File: src/rtl/cd_es_param_if.sv
// Datapath <-> control/program-memory bus for cd_es_param.
// The control side drives instruction and strobes; the datapath returns PC, opcode, ports and flags.
interface cd_es_param_if #(
  parameter int unsigned DW   = 8,
  parameter int unsigned PW   = 10,
  parameter int unsigned NIN  = 4,
  parameter int unsigned NOUT = 4
);
  logic [15:0]        instr;
  logic [PW-1:0]      pc;
  logic [5:0]         opcode;
  logic               s_inc;
  logic               s_inm;
  logic               s_in;
  logic               we3;
  logic               wez;
  logic [2:0]         op_alu;
  logic               call;
  logic               ret;
  logic               we_out;
  logic [NIN*DW-1:0]  in_data;
  logic [NOUT*DW-1:0] out_data;
  logic               s_z;
  logic               stack_full;
  logic               stack_empty;
  logic               stack_err;

  modport master (
    output instr, s_inc, s_inm, s_in, we3, wez, op_alu, call, ret, we_out, in_data,
    input  pc, opcode, out_data, s_z, stack_full, stack_empty, stack_err
  );

  modport slave (
    input  instr, s_inc, s_inm, s_in, we3, wez, op_alu, call, ret, we_out, in_data,
    output pc, opcode, out_data, s_z, stack_full, stack_empty, stack_err
  );
endinterface

File: src/rtl/cd_es_param.sv
// Parametrised single-cycle datapath: PC with return stack, 16-entry register file,
// DW-wide ALU, zero flag, synchronised input ports and registered output ports.
module cd_es_param #(
  parameter int unsigned DW   = 8,
  parameter int unsigned PW   = 10,
  parameter int unsigned SD   = 4,
  parameter int unsigned NIN  = 4,
  parameter int unsigned NOUT = 4
) (
  input logic         clk,
  input logic         reset,
  cd_es_param_if.slave bus
);

  localparam int unsigned SPW = $clog2(SD + 1);

  logic [PW-1:0]      pc_q;
  logic [PW-1:0]      pc_inc;
  logic [PW-1:0]      pc_jmp;
  logic [PW-1:0]      pc_next;
  logic [PW-1:0]      stk_top;
  logic [PW-1:0]      stk [SD];
  logic [SPW-1:0]     sp;
  logic               stk_empty;
  logic               stk_full;
  logic               push;
  logic               pop;
  logic               err_set;
  logic               err_q;
  logic               z_q;

  logic [DW-1:0]      rf [16];
  logic [DW-1:0]      rd1;
  logic [DW-1:0]      rd2;
  logic [DW-1:0]      alu_y;
  logic               zalu;
  logic [DW-1:0]      wd3;
  logic [DW-1:0]      in_sel_data;
  logic [3:0]         in_sel;
  logic [3:0]         out_sel;

  logic [NIN*DW-1:0]  sync1;
  logic [NIN*DW-1:0]  sync2;
  logic [NOUT*DW-1:0] out_q;

  assign bus.pc          = pc_q;
  assign bus.opcode      = bus.instr[15:10];
  assign bus.out_data    = out_q;
  assign bus.s_z         = z_q;
  assign bus.stack_full  = stk_full;
  assign bus.stack_empty = stk_empty;
  assign bus.stack_err   = err_q;

  assign pc_inc    = pc_q + PW'(1);
  assign pc_jmp    = bus.instr[PW-1:0];
  assign stk_empty = (sp == '0);
  assign stk_full  = (sp == SPW'(SD));
  assign in_sel    = 4'(32'(bus.instr[7:4]) % NIN);
  assign out_sel   = 4'(32'(bus.instr[3:0]) % NOUT);

  // R0 is hardwired to zero on both read ports
  assign rd1 = (bus.instr[11:8] == 4'd0) ? '0 : rf[bus.instr[11:8]];
  assign rd2 = (bus.instr[7:4]  == 4'd0) ? '0 : rf[bus.instr[7:4]];

  // Return-stack top: entry below the pointer
  always_comb begin
    stk_top = '0;
    for (int unsigned k = 0; k < SD; k++) begin
      if (sp == SPW'(k + 1)) stk_top = stk[k];
    end
  end

  // Next PC and stack control; ret wins over call, which wins over s_inc
  always_comb begin
    pc_next = bus.s_inc ? pc_inc : pc_jmp;
    push    = 1'b0;
    pop     = 1'b0;
    err_set = 1'b0;
    if (bus.ret) begin
      if (bus.call) err_set = 1'b1;
      if (!stk_empty) begin
        pc_next = stk_top;
        pop     = 1'b1;
      end else begin
        pc_next = pc_inc;
        err_set = 1'b1;
      end
    end else if (bus.call) begin
      pc_next = pc_jmp;
      if (!stk_full) push    = 1'b1;
      else           err_set = 1'b1;
    end
  end

  always_comb begin
    unique case (bus.op_alu)
      3'b000:  alu_y = rd1;
      3'b001:  alu_y = ~rd1;
      3'b010:  alu_y = rd1 + rd2;
      3'b011:  alu_y = rd1 - rd2;
      3'b100:  alu_y = rd1 & rd2;
      3'b101:  alu_y = rd1 | rd2;
      3'b110:  alu_y = DW'(0) - rd1;
      default: alu_y = DW'(0) - rd2;
    endcase
  end

  assign zalu = (alu_y == '0);

  // Write-back source: second synchroniser stage of the selected input port
  always_comb begin
    in_sel_data = '0;
    for (int unsigned k = 0; k < NIN; k++) begin
      if (in_sel == 4'(k)) in_sel_data = sync2[k*DW +: DW];
    end
  end

  always_comb begin
    if (bus.s_in)       wd3 = in_sel_data;
    else if (bus.s_inm) wd3 = DW'(bus.instr[11:4]);
    else                wd3 = alu_y;
  end

  // Register file and stack storage carry no reset; writes are blocked while reset is high
  always_ff @(posedge clk) begin
    if (!reset) begin
      if (bus.we3) rf[bus.instr[3:0]] <= wd3;
      for (int unsigned k = 0; k < SD; k++) begin
        if (push && (sp == SPW'(k))) stk[k] <= pc_inc;
      end
    end
  end

  always_ff @(posedge clk or posedge reset) begin
    if (reset) begin
      pc_q  <= '0;
      sp    <= '0;
      err_q <= 1'b0;
      z_q   <= 1'b0;
      sync1 <= '0;
      sync2 <= '0;
      out_q <= '0;
    end else begin
      pc_q  <= pc_next;
      if (push)     sp <= sp + SPW'(1);
      else if (pop) sp <= sp - SPW'(1);
      if (err_set) err_q <= 1'b1;
      if (bus.wez) z_q   <= zalu;
      sync1 <= bus.in_data;
      sync2 <= sync1;
      if (bus.we_out) begin
        for (int unsigned k = 0; k < NOUT; k++) begin
          if (out_sel == 4'(k)) out_q[k*DW +: DW] <= rd1;
        end
      end
    end
  end

endmodule
File: src/flat_wrapper.sv
// flat-port wrapper written by rule: the top's interface ports become plain ports
module cd_es_param_flat 
#(
  parameter int unsigned DW   = 8,
  parameter int unsigned PW   = 10,
  parameter int unsigned SD   = 4,
  parameter int unsigned NIN  = 4,
  parameter int unsigned NOUT = 4
)
  (clk, reset, bus_instr, bus_s_inc, bus_s_inm, bus_s_in, bus_we3, bus_wez, bus_op_alu, bus_call, bus_ret, bus_we_out, bus_in_data, bus_pc, bus_opcode, bus_out_data, bus_s_z, bus_stack_full, bus_stack_empty, bus_stack_err);
  cd_es_param_if #(.DW(DW), .PW(PW), .NIN(NIN), .NOUT(NOUT)) bus_i ();
  input logic clk;
  input logic reset;
  input wire logic [$bits(bus_i.instr)-1:0] bus_instr;
  input wire logic [$bits(bus_i.s_inc)-1:0] bus_s_inc;
  input wire logic [$bits(bus_i.s_inm)-1:0] bus_s_inm;
  input wire logic [$bits(bus_i.s_in)-1:0] bus_s_in;
  input wire logic [$bits(bus_i.we3)-1:0] bus_we3;
  input wire logic [$bits(bus_i.wez)-1:0] bus_wez;
  input wire logic [$bits(bus_i.op_alu)-1:0] bus_op_alu;
  input wire logic [$bits(bus_i.call)-1:0] bus_call;
  input wire logic [$bits(bus_i.ret)-1:0] bus_ret;
  input wire logic [$bits(bus_i.we_out)-1:0] bus_we_out;
  input wire logic [$bits(bus_i.in_data)-1:0] bus_in_data;
  output wire logic [$bits(bus_i.pc)-1:0] bus_pc;
  output wire logic [$bits(bus_i.opcode)-1:0] bus_opcode;
  output wire logic [$bits(bus_i.out_data)-1:0] bus_out_data;
  output wire logic [$bits(bus_i.s_z)-1:0] bus_s_z;
  output wire logic [$bits(bus_i.stack_full)-1:0] bus_stack_full;
  output wire logic [$bits(bus_i.stack_empty)-1:0] bus_stack_empty;
  output wire logic [$bits(bus_i.stack_err)-1:0] bus_stack_err;
  assign bus_i.instr = bus_instr;
  assign bus_i.s_inc = bus_s_inc;
  assign bus_i.s_inm = bus_s_inm;
  assign bus_i.s_in = bus_s_in;
  assign bus_i.we3 = bus_we3;
  assign bus_i.wez = bus_wez;
  assign bus_i.op_alu = bus_op_alu;
  assign bus_i.call = bus_call;
  assign bus_i.ret = bus_ret;
  assign bus_i.we_out = bus_we_out;
  assign bus_i.in_data = bus_in_data;
  assign bus_pc = bus_i.pc;
  assign bus_opcode = bus_i.opcode;
  assign bus_out_data = bus_i.out_data;
  assign bus_s_z = bus_i.s_z;
  assign bus_stack_full = bus_i.stack_full;
  assign bus_stack_empty = bus_i.stack_empty;
  assign bus_stack_err = bus_i.stack_err;
  cd_es_param #(.DW(DW), .PW(PW), .SD(SD), .NIN(NIN), .NOUT(NOUT)) u_core (.clk(clk), .reset(reset), .bus(bus_i));
endmodule
File: config.mk
export PLATFORM = sky130hd
export DESIGN_NAME = cd_es_param_flat
export DESIGN_NICKNAME = d
export VERILOG_FILES = /design/src/rtl/cd_es_param_if.sv /design/src/rtl/cd_es_param.sv /design/src/flat_wrapper.sv
export SDC_FILE = /design/constraint.sdc
export NUM_CORES = 1
export LEC_CHECK = 0
export BUFFER_PORTS_ARGS = -buffer_cell sky130_fd_sc_hd__buf_2
export CAP_MARGIN = 10
export CORE_MARGIN = 8
export CORE_UTILIZATION = 52
export CTS_CLUSTER_SIZE = 10
export DETAILED_ROUTE_END_ITERATION = 10
export GPL_TIMING_DRIVEN = 0
export HOLD_SLACK_MARGIN = 0.02
export PLACE_DENSITY = 0.71
export SLEW_MARGIN = 20
export SYNTH_ARGS = -nofsm -noshare
export SYNTH_HDL_FRONTEND = slang
export SYNTH_SLANG_ARGS = --single-unit
File: constraint.sdc
create_clock -name clk -period 13 [get_ports clk]
set_input_delay 0.65 -clock clk [delete_from_list [all_inputs] [get_ports clk]]
set_output_delay 0.65 -clock clk [all_outputs]
set_load 0.05 [all_outputs]
==> results of run 1 <==
==> final timing paths <==
check                              endpoint  slack [ps]  cells after the start
setup / recovery           u_core.rf[14][5]        6940                     20
setup reg to reg           u_core.rf[14][5]        7780                     18
hold / removal             u_core.bus.pc[6]         170                      2
min in group clk            u_core.sync1[3]         230                      1
hold reg to reg            u_core.sync2[30]         340                      0
max in group asynchronous  u_core.sync1[22]       12160                      3
==> cells in the final DEF, fill, tap and decap left out, types with 5 or more instances in the layout <==
cell | synthesis | routed
o21ai_0 | 74 | 69
o21ai_1 | 0 | 5
nand2b_1 | 10 | 10
nand2_1 | 95 | 95
o31ai_1 | 6 | 5
nor2b_1 | 17 | 17
o31a_1 | 6 | 6
mux4_2 | 51 | 51
xnor2_1 | 13 | 13
o22ai_1 | 6 | 6
edfxtp_1 | 165 | 165
and2_1 | 9 | 9
nor3_2 | 0 | 5
nand3_1 | 14 | 14
a31oi_1 | 5 | 5
clkbuf_16 | 0 | 35
o211ai_1 | 7 | 7
a221oi_1 | 8 | 8
mux2i_1 | 46 | 46
nor2_2 | 0 | 6
nor3_1 | 15 | 10
a22oi_1 | 15 | 15
a211oi_1 | 5 | 5
xor2_1 | 12 | 12
ha_1 | 18 | 18
or2_2 | 5 | 5
buf_2 | 14 | 119
buf_4 | 12 | 18
inv_1 | 32 | 31
a21oi_1 | 39 | 39
clkbuf_1 | 27 | 41
dfrtp_1 | 111 | 111
mux2_2 | 25 | 25
nor2_1 | 45 | 39
==> worst max-delay path, cell delays in order <==
cell and delay [ps]:
buf_2 120, clkbuf_1 500, clkbuf_1 640, mux2i_1 160, a22oi_1 670, inv_1 190, ha_1 320, o21ai_0 70
o31a_1 220, ha_1 240, nor2b_1 120, o21ai_0 180, a21oi_1 120, o21ai_0 260, a21boi_0 140, o31a_1 260
nor4_1 510, a211oi_1 160, o31ai_2 600, buf_4 280
==> cell type report <==
class,instances,area (um2)
multi-input combinational,609,4910
timing repair buffer,112,598
inverter,35,136
sequential,276,7730
tap,330,413
clock inverter,5,68.8
buffer,60,322
fill,1955,9740
clock buffer,52,970
==> layer usage <==
layer	wire length [um]	track usage [%]	up-vias
met5	0	0	-
met1	14100	29.6	4559
met4	1330	9.58	0
li1	-	-	3991
met2	17200	38.3	461
met3	3060	5.10	96
==> power by group <==
part | switching (uW) | internal, uW | leakage, uW
Clock | 359 | 518 | 0.000501
Sequential | 37.8 | 1020 | 0.00282
Combinational | 435 | 189 | 0.00258
Total | 832 | 1730 | 0.00589
==> state kept, by name, summed over array words and instances, names as in the netlist, 3 cells and up <==
name and count:
u_core.bus.out_data 32, u_core.bus.pc 10, u_core.rf 125, u_core.sp 3, u_core.stk 40, u_core.sync1 32
u_core.sync2 32
==> kinds of logic after synthesis <==
group | synth area share (%)
DFF | 59.3
xor gates and xnor gates | 1.68
buffers and inverters | 3.47
AOI/OAI and AO/OA | 11.0
adders and majority gates | 1.88
and+or+nand+nor | 8.08
muxes | 14.6
==> per-stage QoR <==
stage | hold WS [ps] | setup WS, ps | utilization [%] | power (uW)
floorplan | 331 | 7770 | - | 1510
global placement | 333 | 5740 | 56.2 | 1680
detailed placement | 335 | 6550 | 56.7 | 1690
CTS | 164 | 7100 | 60.8 | 2570
global route | 184 | 6680 | 60.9 | 2660
finish | 168 | 6940 | 60.9 | 2560
==> run summary, run 1 <==
GRT Residual Overflow: 0
Max-cap violations: 0
largest net degree at the start of global routing: 75
Achievable Freq: 165 MHz
gpl congestion: 0.910
final wirelength: 35600 um
syn avg cell area: 13.3 um2
Antenna Violating Nets Remaining: 0
post-synthesis sequential area ratio: 59.3%
hold_buf cts: 0
status: finished clean
post-synth net total: 1060
Ant. Diodes: 0
Cell Area, Placed: 14100 um2
Tmin final: 6060 ps
first-pass GRT wire length: 54700 um
ys async rst share: 40.2%
Final Hold Viols: 0
Ports: 113
EDFF count, synth: 165
top-area cell type share of the netlist area: 38.0%
H-tree depth: 2
Max-Slew Margin vs Limit: 17.2%
post-CTS setup buffer count: 0
CORE AREA: 24900 um2
routed vias: 9107
worst-path fanout max: 10
critical path required time: 13370 ps
clk sinks: 276
commonest cells in the netlist: edfxtp_1 (165), dfrtp_1 (111), nand2_1 (95), o21ai_0 (74), mux4_2 (51)
port bufs: 105
RSZ-0062 raised after global routing: false
nets: 1209
Die W: 174 um
Clock Pin Slew Worst Setup and Hold Paths: 60 ps
Min-Delay Path Class: in2async
crit path launch: bus_instr[7]
area delta synth->final: 16.1%
clock buffer count from CTS: 35
Clock Latency Late Sink: 520 ps
Final Max Slew Viols: 0
Remaining DRCs: 0
cts repair resizes: 0
initial antenna violation count: 0
worst slew pin tran: 1240 ps
Final setup viols: 0
initial drt markers: 1007
Vias per Instance: 6.16
drt first pass iters: 5
CTS tree: built
GR Util All Layers: 23.3%
starting density of the core: 52.4%
Clock Tree Buf Depth: 3
Synth cell types: 76
Ys Warns: 0
final critical-path share of the clock period: 46.6%
startpoint type of the worst setup path: primary input
wire length per cell: 24.1 um
full die area: 30400 um2
most frequent cell after synthesis: edfxtp_1
Post-Synthesis Cells: 980
LEAKAGE: 0.00589 uW
CP Capture Type: flip-flop
top cells by area, synth: edfxtp_1 (38%), dfrtp_1 (21%), mux4_2 (8.8%)
Die Y: 174 um
vias in the first global route: 9387
detailed placement HPWL: 25300 um
critical path class: in2reg
Yosys reg bits: 276
fraction of layout cells with a size suffix above 1: 25.6%
Synth area leader: edfxtp_1
worst reg2reg startpoint: u_core.rf[1][0]
clock skew: 15.3 ps
Root Driver: clkbuf_16
VDD IR-drop max: 127 uV
# rows: 58
final setup TNS: 0 ps
Most used DFF post-synth: edfxtp_1
Final Instance Count excl. Fillers: 1479
Arr. time, crit path: 6430 ps
synthesized area: 13100 um2
cell area power density: 169 nW/um2
Design Area, Final: 15100 um2
Cells after DPL: 1422
Note: power is estimated with default switching activity, not from simulation.
==> run 2: changes to the inputs <==
Settings changed: PLACE_DENSITY 0.71 to 0.74.
Clock period 13 ns to 5.57 ns, I/O delays scaled along.
==> run summary, run 2 (synthesis results as in run 1) <==
gpl congestion: 0.915 (+0.53%)
CP Capture Type: flip-flop
VDD IR-drop max: 322 uV (+150%)
GR Util All Layers: 23.3% (about the same)
drt first pass iters: 5 (unchanged)
Remaining DRCs: 0 (unchanged)
fraction of layout cells with a size suffix above 1: 25.1% (-0.46 points)
Tmin final: 5130 ps
Clock Tree Buf Depth: 3 (unchanged)
worst reg2reg startpoint: u_core.rf[2][0]
Clock Latency Late Sink: 520 ps (about the same)
clock buffer count from CTS: 34 (-2.9%)
most common cell after layout, fill and taps aside: edfxtp_1
LEAKAGE: 0.00600 uW (+1.9%)
starting density of the core: 52.4% (unchanged)
nets: 1240 (+2.6%)
Hold Crit Depth: 4
initial antenna violation count: 0 (unchanged)
hold path startpoint: bus_wez
largest net degree at the start of global routing: 83 (+11%)
# rows: 58 (unchanged)
initial drt markers: 942 (-6.5%)
clk sinks: 276 (unchanged)
Clock Pin Slew Worst Setup and Hold Paths: 60 ps (about the same)
Cell Area, Placed: 14100 um2 (about the same)
buffers and inverters on the worst path: 3 (-2)
Ant. Diodes: 0 (unchanged)
max FFs per register: 125 (unchanged)
H-tree depth: 2 (unchanged)
final core utilization: 62.0% (+1.2 points)
Arr. time, crit path: 5370 ps (-1060 ps)
area delta synth->final: 18.3%
Design Area, Final: 15400 um2 (+1.9%)
CP cell instances: buf_2, clkbuf_1, clkbuf_2, o32ai_1, o32ai_2, ha_1, o21ai_0, o31a_1, ha_1, nor2b_1, o21ai_0, a21oi_1, o21ai_0, a21boi_0, o31a_1, nor4_2, a211oi_1, o31ai_4
status: finished clean
Min-Delay Path Class: in2reg
startpoint type of the worst setup path: primary input
final wirelength: 35700 um (+0.35%)
commonest non-fill, non-tap cells in the layout: edfxtp_1 (165), buf_2 (119), dfrtp_1 (111), nand2_1 (95), o21ai_0 (69)
full die area: 30400 um2 (unchanged)
WHS Endpoint: u_core.bus.s_z
first-pass GRT wire length: 54900 um (+0.29%)
Final Instance Count excl. Fillers: 1508 (+2.0%)
cell area power density: 382 nW/um2 (+130%)
wire length per cell: 23.7 um (-1.6%)
RSZ-0062 raised after global routing: false
Crit Reg-Reg Endpoint: u_core.rf[1][5]
critical path required time: 5810 ps (-7560 ps)
Root Driver: clkbuf_16
detailed placement HPWL: 24900 um (-1.5%)
CORE AREA: 24900 um2 (unchanged)
Max stage delay on crit path: 560 ps (-110 ps)
critical path class: in2reg
worst-path fanout max: 16 (+6)
Max-cap violations: 0 (unchanged)
CTS tree: built
Design Power: 5890 uW (+130%)
Die Y: 174 um (unchanged)
Achievable Freq: 195 MHz
worst slew pin tran: 1170 ps (-62.5 ps)
Max-Slew Margin vs Limit: 21.4% (+4.2 points)
GRT Residual Overflow: 0 (unchanged)
Final Hold Viols: 0 (unchanged)
Final Max Slew Viols: 0 (unchanged)
Slowest cell on crit path: clkbuf_1
Cells after DPL: 1422 (unchanged)
Ports: 113 (unchanged)
FF-to-FF setup slack: 660 ps (-7120 ps)
final setup TNS: 0 ps (unchanged)
Final setup viols: 0 (unchanged)
Worst path depth: 18 (-10%)
most used cell along the critical path: o21ai_0
Die W: 174 um (unchanged)
Vias per Instance: 6.22 (+1.1%)
final critical-path share of the clock period: 92.2%
critical path's top delay family: compound AO/OA/AOI/OAI gates
routed vias: 9386 (+3.1%)
Antenna Violating Nets Remaining: 0 (unchanged)
clock skew: 21.8 ps (+6.45 ps)
vias in the first global route: 9434 (+0.50%)
worst-case reg-to-reg path depth: 17 (-1)
port bufs: 105 (unchanged)
==> run 2: layout make-up <==
cell class	count	area, um2
Buffer	59	319
Clock buffer	48	903
Clock inverter	6	72.6
Fill cell	1870	9450
Inverter	35	136
Multi-Input combinational cell	609	4940
Sequential cell	276	7730
Tap cell	330	413
Timing Repair Buffer	145	928
==> run 2: repair_timing <==
item | CTS | global route
pin swaps | 0 | 0
endpoints found under the setup margin | 16 | 32
hold buffers | 33 | 0
hold endpoints to repair | 61 | 0
resized for setup | 2 | 3
setup buffers | 0 | 0
==> run 2: through the flow <==
| stage | hold WS, ps | setup slack, ps |
|---|---|---|
| floorplan | 310 | 708 |
| global placement | 333 | -1170 |
| detailed placement | 309 | -797 |
| CTS | 63.5 | 112 |
| global route | 74.5 | 63.0 |
| finish | 69.3 | 436 |
==> run 2: worst reg2reg max path: cells and delay by family (launching register included) <==
family / cells / cell delay (ps)
compound gates: 11 / 2550
simple gates: 2 / 600
mux: 1 / 490
fa+ha+maj: 2 / 460
flops: 1 / 390
buf+inv: 1 / 130
==> run 2: metal layers <==
| layer | GRT usage (%) | share of wire (%) | vias up |
|---|---|---|---|
| li1 | - | - | 4061 |
| met1 | 30.3 | 39 | 4663 |
| met2 | 37.5 | 48 | 569 |
| met3 | 5.40 | 10 | 93 |
| met4 | 8.98 | 3.4 | 0 |
| met5 | 0 | 0 | - |
==> run 2: how the worst max path moves through the flow <==
| stage | startpoint | endpoint | slack [ps] |
|---|---|---|---|
| floorplan | bus_instr[5] | u_core.rf[0][5] | 710 |
| global placement | bus_instr[7] | u_core.rf[4][5] | -1170 |
| detailed placement | bus_instr[7] | u_core.rf[6][5] | -800 |
| CTS | bus_instr[6] | u_core.rf[1][5] | 110 |
| global route | bus_instr[5] | u_core.rf[2][5] | 60 |
| finish | bus_instr[7] | u_core.rf[1][5] | 440 |
==> run 2: power by group <==
group,switching [uW],internal [uW],leakage [uW],total (uW)
combinational,1030,458,0.00272,1490
sequential,86.6,2380,0.00282,2470
clock,805,1130,0.000466,1940
